==> src/rtl/rf_dump_streamer.sv <==
// Register-file dump streamer: snapshots 32 CPU registers on start and streams
// them out over a valid/ready port, optionally only those changed since the last dump.
module rf_dump_streamer #(
  parameter bit CHANGED_ONLY = 1'b0
) (
  input  logic        clk,
  input  logic        reset,
  input  logic        start,
  input  logic [31:0] RF_data0,
  input  logic [31:0] RF_data1,
  input  logic [31:0] RF_data2,
  input  logic [31:0] RF_data3,
  input  logic [31:0] RF_data4,
  input  logic [31:0] RF_data5,
  input  logic [31:0] RF_data6,
  input  logic [31:0] RF_data7,
  input  logic [31:0] RF_data8,
  input  logic [31:0] RF_data9,
  input  logic [31:0] RF_data10,
  input  logic [31:0] RF_data11,
  input  logic [31:0] RF_data12,
  input  logic [31:0] RF_data13,
  input  logic [31:0] RF_data14,
  input  logic [31:0] RF_data15,
  input  logic [31:0] RF_data16,
  input  logic [31:0] RF_data17,
  input  logic [31:0] RF_data18,
  input  logic [31:0] RF_data19,
  input  logic [31:0] RF_data20,
  input  logic [31:0] RF_data21,
  input  logic [31:0] RF_data22,
  input  logic [31:0] RF_data23,
  input  logic [31:0] RF_data24,
  input  logic [31:0] RF_data25,
  input  logic [31:0] RF_data26,
  input  logic [31:0] RF_data27,
  input  logic [31:0] RF_data28,
  input  logic [31:0] RF_data29,
  input  logic [31:0] RF_data30,
  input  logic [31:0] RF_data31,
  output logic        out_valid,
  input  logic        out_ready,
  output logic [4:0]  out_idx,
  output logic [31:0] out_data,
  output logic        busy,
  output logic        done
);

  localparam int unsigned NUM_REGS = 32;
  localparam int unsigned DATA_W   = 32;
  localparam int unsigned IDX_W    = 5;

  typedef enum logic [1:0] {
    S_IDLE,
    S_SEND,
    S_DONE
  } state_t;

  state_t             state_q, state_d;
  logic [IDX_W-1:0]   idx_q, idx_d;
  logic               prev_valid_q;
  logic [DATA_W-1:0]  snap_q [NUM_REGS];
  logic [DATA_W-1:0]  prev_q [NUM_REGS];
  logic [DATA_W-1:0]  rf_live [NUM_REGS];
  logic               sendable_c;
  logic               capture_c;
  logic               commit_c;

  assign rf_live[0]  = RF_data0;
  assign rf_live[1]  = RF_data1;
  assign rf_live[2]  = RF_data2;
  assign rf_live[3]  = RF_data3;
  assign rf_live[4]  = RF_data4;
  assign rf_live[5]  = RF_data5;
  assign rf_live[6]  = RF_data6;
  assign rf_live[7]  = RF_data7;
  assign rf_live[8]  = RF_data8;
  assign rf_live[9]  = RF_data9;
  assign rf_live[10] = RF_data10;
  assign rf_live[11] = RF_data11;
  assign rf_live[12] = RF_data12;
  assign rf_live[13] = RF_data13;
  assign rf_live[14] = RF_data14;
  assign rf_live[15] = RF_data15;
  assign rf_live[16] = RF_data16;
  assign rf_live[17] = RF_data17;
  assign rf_live[18] = RF_data18;
  assign rf_live[19] = RF_data19;
  assign rf_live[20] = RF_data20;
  assign rf_live[21] = RF_data21;
  assign rf_live[22] = RF_data22;
  assign rf_live[23] = RF_data23;
  assign rf_live[24] = RF_data24;
  assign rf_live[25] = RF_data25;
  assign rf_live[26] = RF_data26;
  assign rf_live[27] = RF_data27;
  assign rf_live[28] = RF_data28;
  assign rf_live[29] = RF_data29;
  assign rf_live[30] = RF_data30;
  assign rf_live[31] = RF_data31;

  // Without a valid previous dump every entry must go out.
  assign sendable_c = !CHANGED_ONLY || !prev_valid_q || (snap_q[idx_q] != prev_q[idx_q]);

  assign out_valid = (state_q == S_SEND) && sendable_c;
  assign out_idx   = idx_q;
  assign out_data  = snap_q[idx_q];
  assign busy      = (state_q != S_IDLE);
  assign done      = (state_q == S_DONE);

  // Next-state and control decode.
  always_comb begin
    state_d   = state_q;
    idx_d     = idx_q;
    capture_c = 1'b0;
    commit_c  = 1'b0;
    case (state_q)
      S_IDLE: begin
        if (start) begin
          capture_c = 1'b1;
          idx_d     = '0;
          state_d   = S_SEND;
        end
      end
      S_SEND: begin
        // Unsendable entries are skipped without waiting for the consumer.
        if (!sendable_c || out_ready) begin
          if (idx_q == IDX_W'(NUM_REGS - 1)) begin
            state_d = S_DONE;
          end else begin
            idx_d = idx_q + IDX_W'(1);
          end
        end
      end
      S_DONE: begin
        commit_c = 1'b1;
        state_d  = S_IDLE;
      end
      default: state_d = S_IDLE;
    endcase
  end

  // Control state register.
  always_ff @(posedge clk) begin
    if (reset) begin
      state_q      <= S_IDLE;
      idx_q        <= '0;
      prev_valid_q <= 1'b0;
    end else begin
      state_q <= state_d;
      idx_q   <= idx_d;
      if (commit_c) begin
        prev_valid_q <= 1'b1;
      end
    end
  end

  // Snapshot and history storage; left unreset, gated so reset blocks any update.
  always_ff @(posedge clk) begin
    for (int i = 0; i < NUM_REGS; i++) begin
      if (capture_c && !reset) begin
        snap_q[i] <= rf_live[i];
      end
      if (commit_c && !reset) begin
        prev_q[i] <= snap_q[i];
      end
    end
  end

endmodule

==> config.mk <==
export PLATFORM = sky130hd
export DESIGN_NAME = rf_dump_streamer
export DESIGN_NICKNAME = d
export VERILOG_FILES = /design/src/rtl/rf_dump_streamer.sv
export SDC_FILE = /design/constraint.sdc
export NUM_CORES = 1
export LEC_CHECK = 0
export CAP_MARGIN = 15
export CORE_AREA = 2 2 412 414
export CTS_CLUSTER_DIAMETER = 100
export CTS_CLUSTER_SIZE = 20
export DETAILED_ROUTE_END_ITERATION = 8
export DIE_AREA = 0 0 414 416
export GPL_ROUTABILITY_DRIVEN = 0
export HOLD_SLACK_MARGIN = 0.02
export PLACE_DENSITY = 0.56
export SYNTH_ARGS = -nofsm -noshare
export SYNTH_HDL_FRONTEND = slang
export SYNTH_SLANG_ARGS = --single-unit
==> constraint.sdc <==
create_clock -name clk -period 102 [get_ports clk]
set_input_delay 20.4 -clock clk [delete_from_list [all_inputs] [get_ports clk]]
set_output_delay 20.4 -clock clk [all_outputs]
set_load 0.02 [all_outputs]
# After elaboration in Yosys (flattened, before gate mapping)
# Memories as Yosys holds them, arrays and structs flattened. A register that Yosys moved wholly into a read port is not among the register bits.
# Cells that the tools add are included.
classes:
  addsub: 1
  mul: 0
  div: 0
  magnitude_cmp: 0
  n_eq_ne: 7
  shifts: 0
  muxes: 14
  bitwise: 0
  reduce_logical: 7
op_table:
  columns: ["op", "count"]
  rows:
  - ["$mux 5", 5]
  - ["$pmux 5 s2", 1]
  - ["$mux 2", 3]
  - ["$add 5x1->5 const B", 1]
  - ["$eq 5x5->1 const B", 1]
  - ["$mux 1", 4]
  - ["$ne 2x1->1 const B", 2]
  - ["$ne 2x2->1 const B", 2]
  - ["$pmux 2 s2", 1]
  - ["$reduce_and 4->1", 1]
  - ["$reduce_bool 2->1", 2]
  - ["$reduce_and 3->1", 1]
  - ["$eq 2x1->1 const B", 1]
  - ["$eq 2x2->1 const B", 1]
  - ["$logic_not 2->1", 1]
  - ["$logic_and 1x1->1", 1]
  - ["$logic_not 1->1", 1]
totals:
  ff_bits: 7
  latch_bits: 0
  ramBits: 1024
  romBits: 0
  input_bits: 1028
  mem_count: 1
memory_table:
  columns: ["memory", "words", "width", "read_ports", "rd_ports_with_merged_regs", "wr", "line", "rtl"]
  rows:
  - ["snap_q", 32, 32, 1, 1, 32, "62", "logic [DATA_W-1:0] snap_q [NUM_REGS];"]

# Longest topological paths before layout
logic_depth:
  word_depth: 6
  ltp_mapped: 8
  depth_no_buf: 8

# Least setup slack after synthesis
# Ideal clock, no wire load.
synth_path:
  kind: "in2reg"
  from: "input reset"
  to: "memory snap_q[0][0], enable pin"
  t_arrival_ns: 89.913
  slack_ns: 8.415
  cell_stages: 2
  path_buffers: 1
  cell_sequence: "clkbuf_1 -> nor3_1"
synth_lines:
  columns: ["element", "line", "rtl"]
  rows:
  - ["start, declared", "7", "input logic reset,"]
  - ["end, declared", "62", null]

==> out/metrics.csv <==
stage,metric,value,unit
cells_and_area,layout-drive-gt1-share,3.704,%
worst_setup_path,required,81.60,ns
power_and_ir_drop,pwr-share-comb,9.5,%
synth,ys_warn_count,0,
global_route,grt_pass1_vias,24980,
placement,post-place-ws,75.92,ns
clock_tree,clk_latency,0.70,ns
routing,first_pass_iters,5,
routing,viasPerCell,4.422,
sta,fin_crit,26.23,ns
routing,wire_per_inst,27.73,microns
synth,yosysTopAreaCellShare,76.63,%
power_and_ir_drop,power_density,15.15,nW/um^2
worst_hold_path,hp-start,out_idx[4],
worst_setup_path,cp_data_arrival_time,5.83,ns
sta,setup_ws,75.77,ns
clock_tree,cts.sinks,1036,
sta,report.final.slew_viol_count,0,
power_and_ir_drop,ir_drop,0.00001041,V
routing,drt_iter0_drc,2248,
clock_tree,cts_tree,done,
global_route,grt_pass1_wl,203200,microns
die,die_x,414,microns
synth,synthArstFlopShare,0,%
routing,vias,24540,
worst_setup_path,path_max_fanout,58,
synth,ys_seq_area_share,77.23,%
sta,clock.fmax,38.13,MHz
run_status,outcome,finished clean,
die,initial_core_util,23.86,%
power_and_ir_drop,p_leak,16.80,nW
synth,yosysUniqueCellTypes,28,
clock_tree,htree_num_levels,2,
global_route,overflow,0,
sta,clock_skew,0.03304,ns
synth,synth.top_cells.by_count,"edfxtp_1, mux2i_1, a21oi_1",
power_and_ir_drop,sw_frac_of_total,22.28,%
die,rows,151,
routing,ant_nets,0,
worst_setup_path,critPathLaunchType,flip-flop,
placement,numPortBuffers,1067,
clock_tree,post_cts_buffers,0,
worst_setup_path,critPathKind,flip-flop to output port,
sta,max-slew-margin-rel,18.32,%
synth,synth_most_common_cell,edfxtp_1,
worst_setup_path,r2r_start,state_q[0],
clock_tree,numCtsBuffers,61,
global_route,gr-usage-all-layers,17.07,%
power_and_ir_drop,p_int,647.5,uW
synth,synth-edff-count,1024,
synth,netlist_area,40130,sq um
cells_and_area,area_delta_synth_final,37.04,%
sta,hold_viol,0,
clock_tree,post_cts_resized,0,
synth,syn_inst,2232,
clock_tree,cts-root-buf,clkbuf_16,
sta,setup_viol,0,
worst_setup_path,cp-end-kind,output port,
clock_tree,path_clk_slew,0.09,ns
clock_tree,cts_buffer_depth,3,
sta,final.setup.tns,0,ns
global_route,antenna_found_initial,67,
power_and_ir_drop,pwr-share-clk,30.9,%
routing,routed_wl,153900,microns
job,maxCapViolCount,0,
placement,placed_cells,5428,
die,die_y,416,microns
global_route,grt_max_degree,195,
synth,syn-num-nets,3262,
sta,rsz0062_at_grt,no,
cells_and_area,fillers,16460,
synth,synth_area_leaders,"edfxtp_1, mux2i_1, a22oi_1",
clock_tree,cts_hold_buf,0,
synth,yosysTopAreaCell,edfxtp_1,
power_and_ir_drop,seqPwrFrac,59.6,%
worst_hold_path,hp-class,flip-flop to flip-flop,
sta,worst_hold_slack,0.5499,ns
die,core_area,168100,sq um
die,fp.dieArea,172200,sq um
synth,ys.flop_type,edfxtp_1,
cells_and_area,stdcell_count,5550,
placement,dp_hpwl,116100,microns
routing,drc_errors,0,
die,boundaryPins,1068,
cells_and_area,nNetsFinal,4303,
sta,worst_pin_slew,1.220,ns
sta,min_period_over_period,25.71,%
synth,avgSynthCellArea,17.98,sq um
power_and_ir_drop,power.switching,185.7,uW
synth,ys_ff_latch,1036,
## flip-flops by register name, indices dropped and copies added, names as in the netlist, named ones only
register  flops
out_idx       5
snap_q     1024
state_q       2
## placed cells by master (no fill, tap or decap), types with 32 or more instances in the layout
master           count
buf_4               35
a22oi_1             96
edfxtp_1          1024
a22o_1              64
a31oi_1             32
a21oi_1            101
diode_2             38
clkdlybuf4s50_1   1067
nor3_1              36
nand2_1             97
clkbuf_16           61
mux2i_1            513
nand3_1             99
## critical path, stage by stage, from the launching register on
cell and delay, ns:
dfxtp_4 0.78, buf_4 0.74, buf_4 0.89, buf_4 0.92, mux2i_1 0.17, a22oi_1 0.50, nand3_1 0.15, nand3_1 0.11
clkdlybuf4s50_1 0.61
## power by group through the flow
stage | clock [mW] | combinational, mW | sequential, mW
6_report | 0.258 | 0.0793 | 0.496
5_1_grt | 0.279 | 0.0843 | 0.498
4_1_cts | 0.267 | 0.0803 | 0.496
3_5_place_dp | 0 | 0.0800 | 0.506
3_3_place_gp | 0 | 0.0791 | 0.506
2_1_floorplan | 0 | 0.0222 | 0.553
## layer usage
metal | track usage, % | share of wire, % | wire length (microns)
met5 | 0 | 0.14 | 221
met4 | 5.793 | 2.6 | 4076
met3 | 4.366 | 7.0 | 10730
met2 | 28.91 | 50 | 76430
met1 | 21.12 | 41 | 62450
## stage by stage
step,power (mW),utilization [%],instance area [sq um]
after floorplan,0.5754,-,40130
after global placement,0.5847,31.62,53170
after detailed placement,0.5857,31.62,53170
after CTS,0.8438,32.65,54900
after global routing,0.8610,32.70,54980
final,0.8332,32.70,54990
## layout make-up
cell class	count	area (sq um)	area share, %
Clock inverter	12	160.2	0.2912
Sequential cell	1036	30990	56.36
Inverter	2	7.507	0.01365
Multi-Input combinational cell	1067	8388	15.25
Tap cell	2218	2775	5.047
Timing Repair Buffer	1105	11000	20.01
Antenna cell	38	95.09	0.1729
Clock buffer	72	1568	2.851
## kinds of logic after synthesis
logic type	Yosys count	synth area share, %
AOI/OAI and AO/OA	294	4.973
and+or+nand+nor	256	2.922
buffers and inverters	129	1.977
adders and majority gates	2	0.06235
DFF	1036	77.23
muxes	513	12.80
xor gates and xnor gates	2	0.04366
## path summary, 6_finish.rpt
path	end	slack (ns)	depth (start not counted)
setup reg to reg	snap_q[25][7]	96.49	7
hold reg to reg	out_idx[4]	0.55	2
setup / recovery	out_data[7]	75.77	8
hold / removal	out_idx[4]	0.55	2
Power figures use the tool's default switching activity.
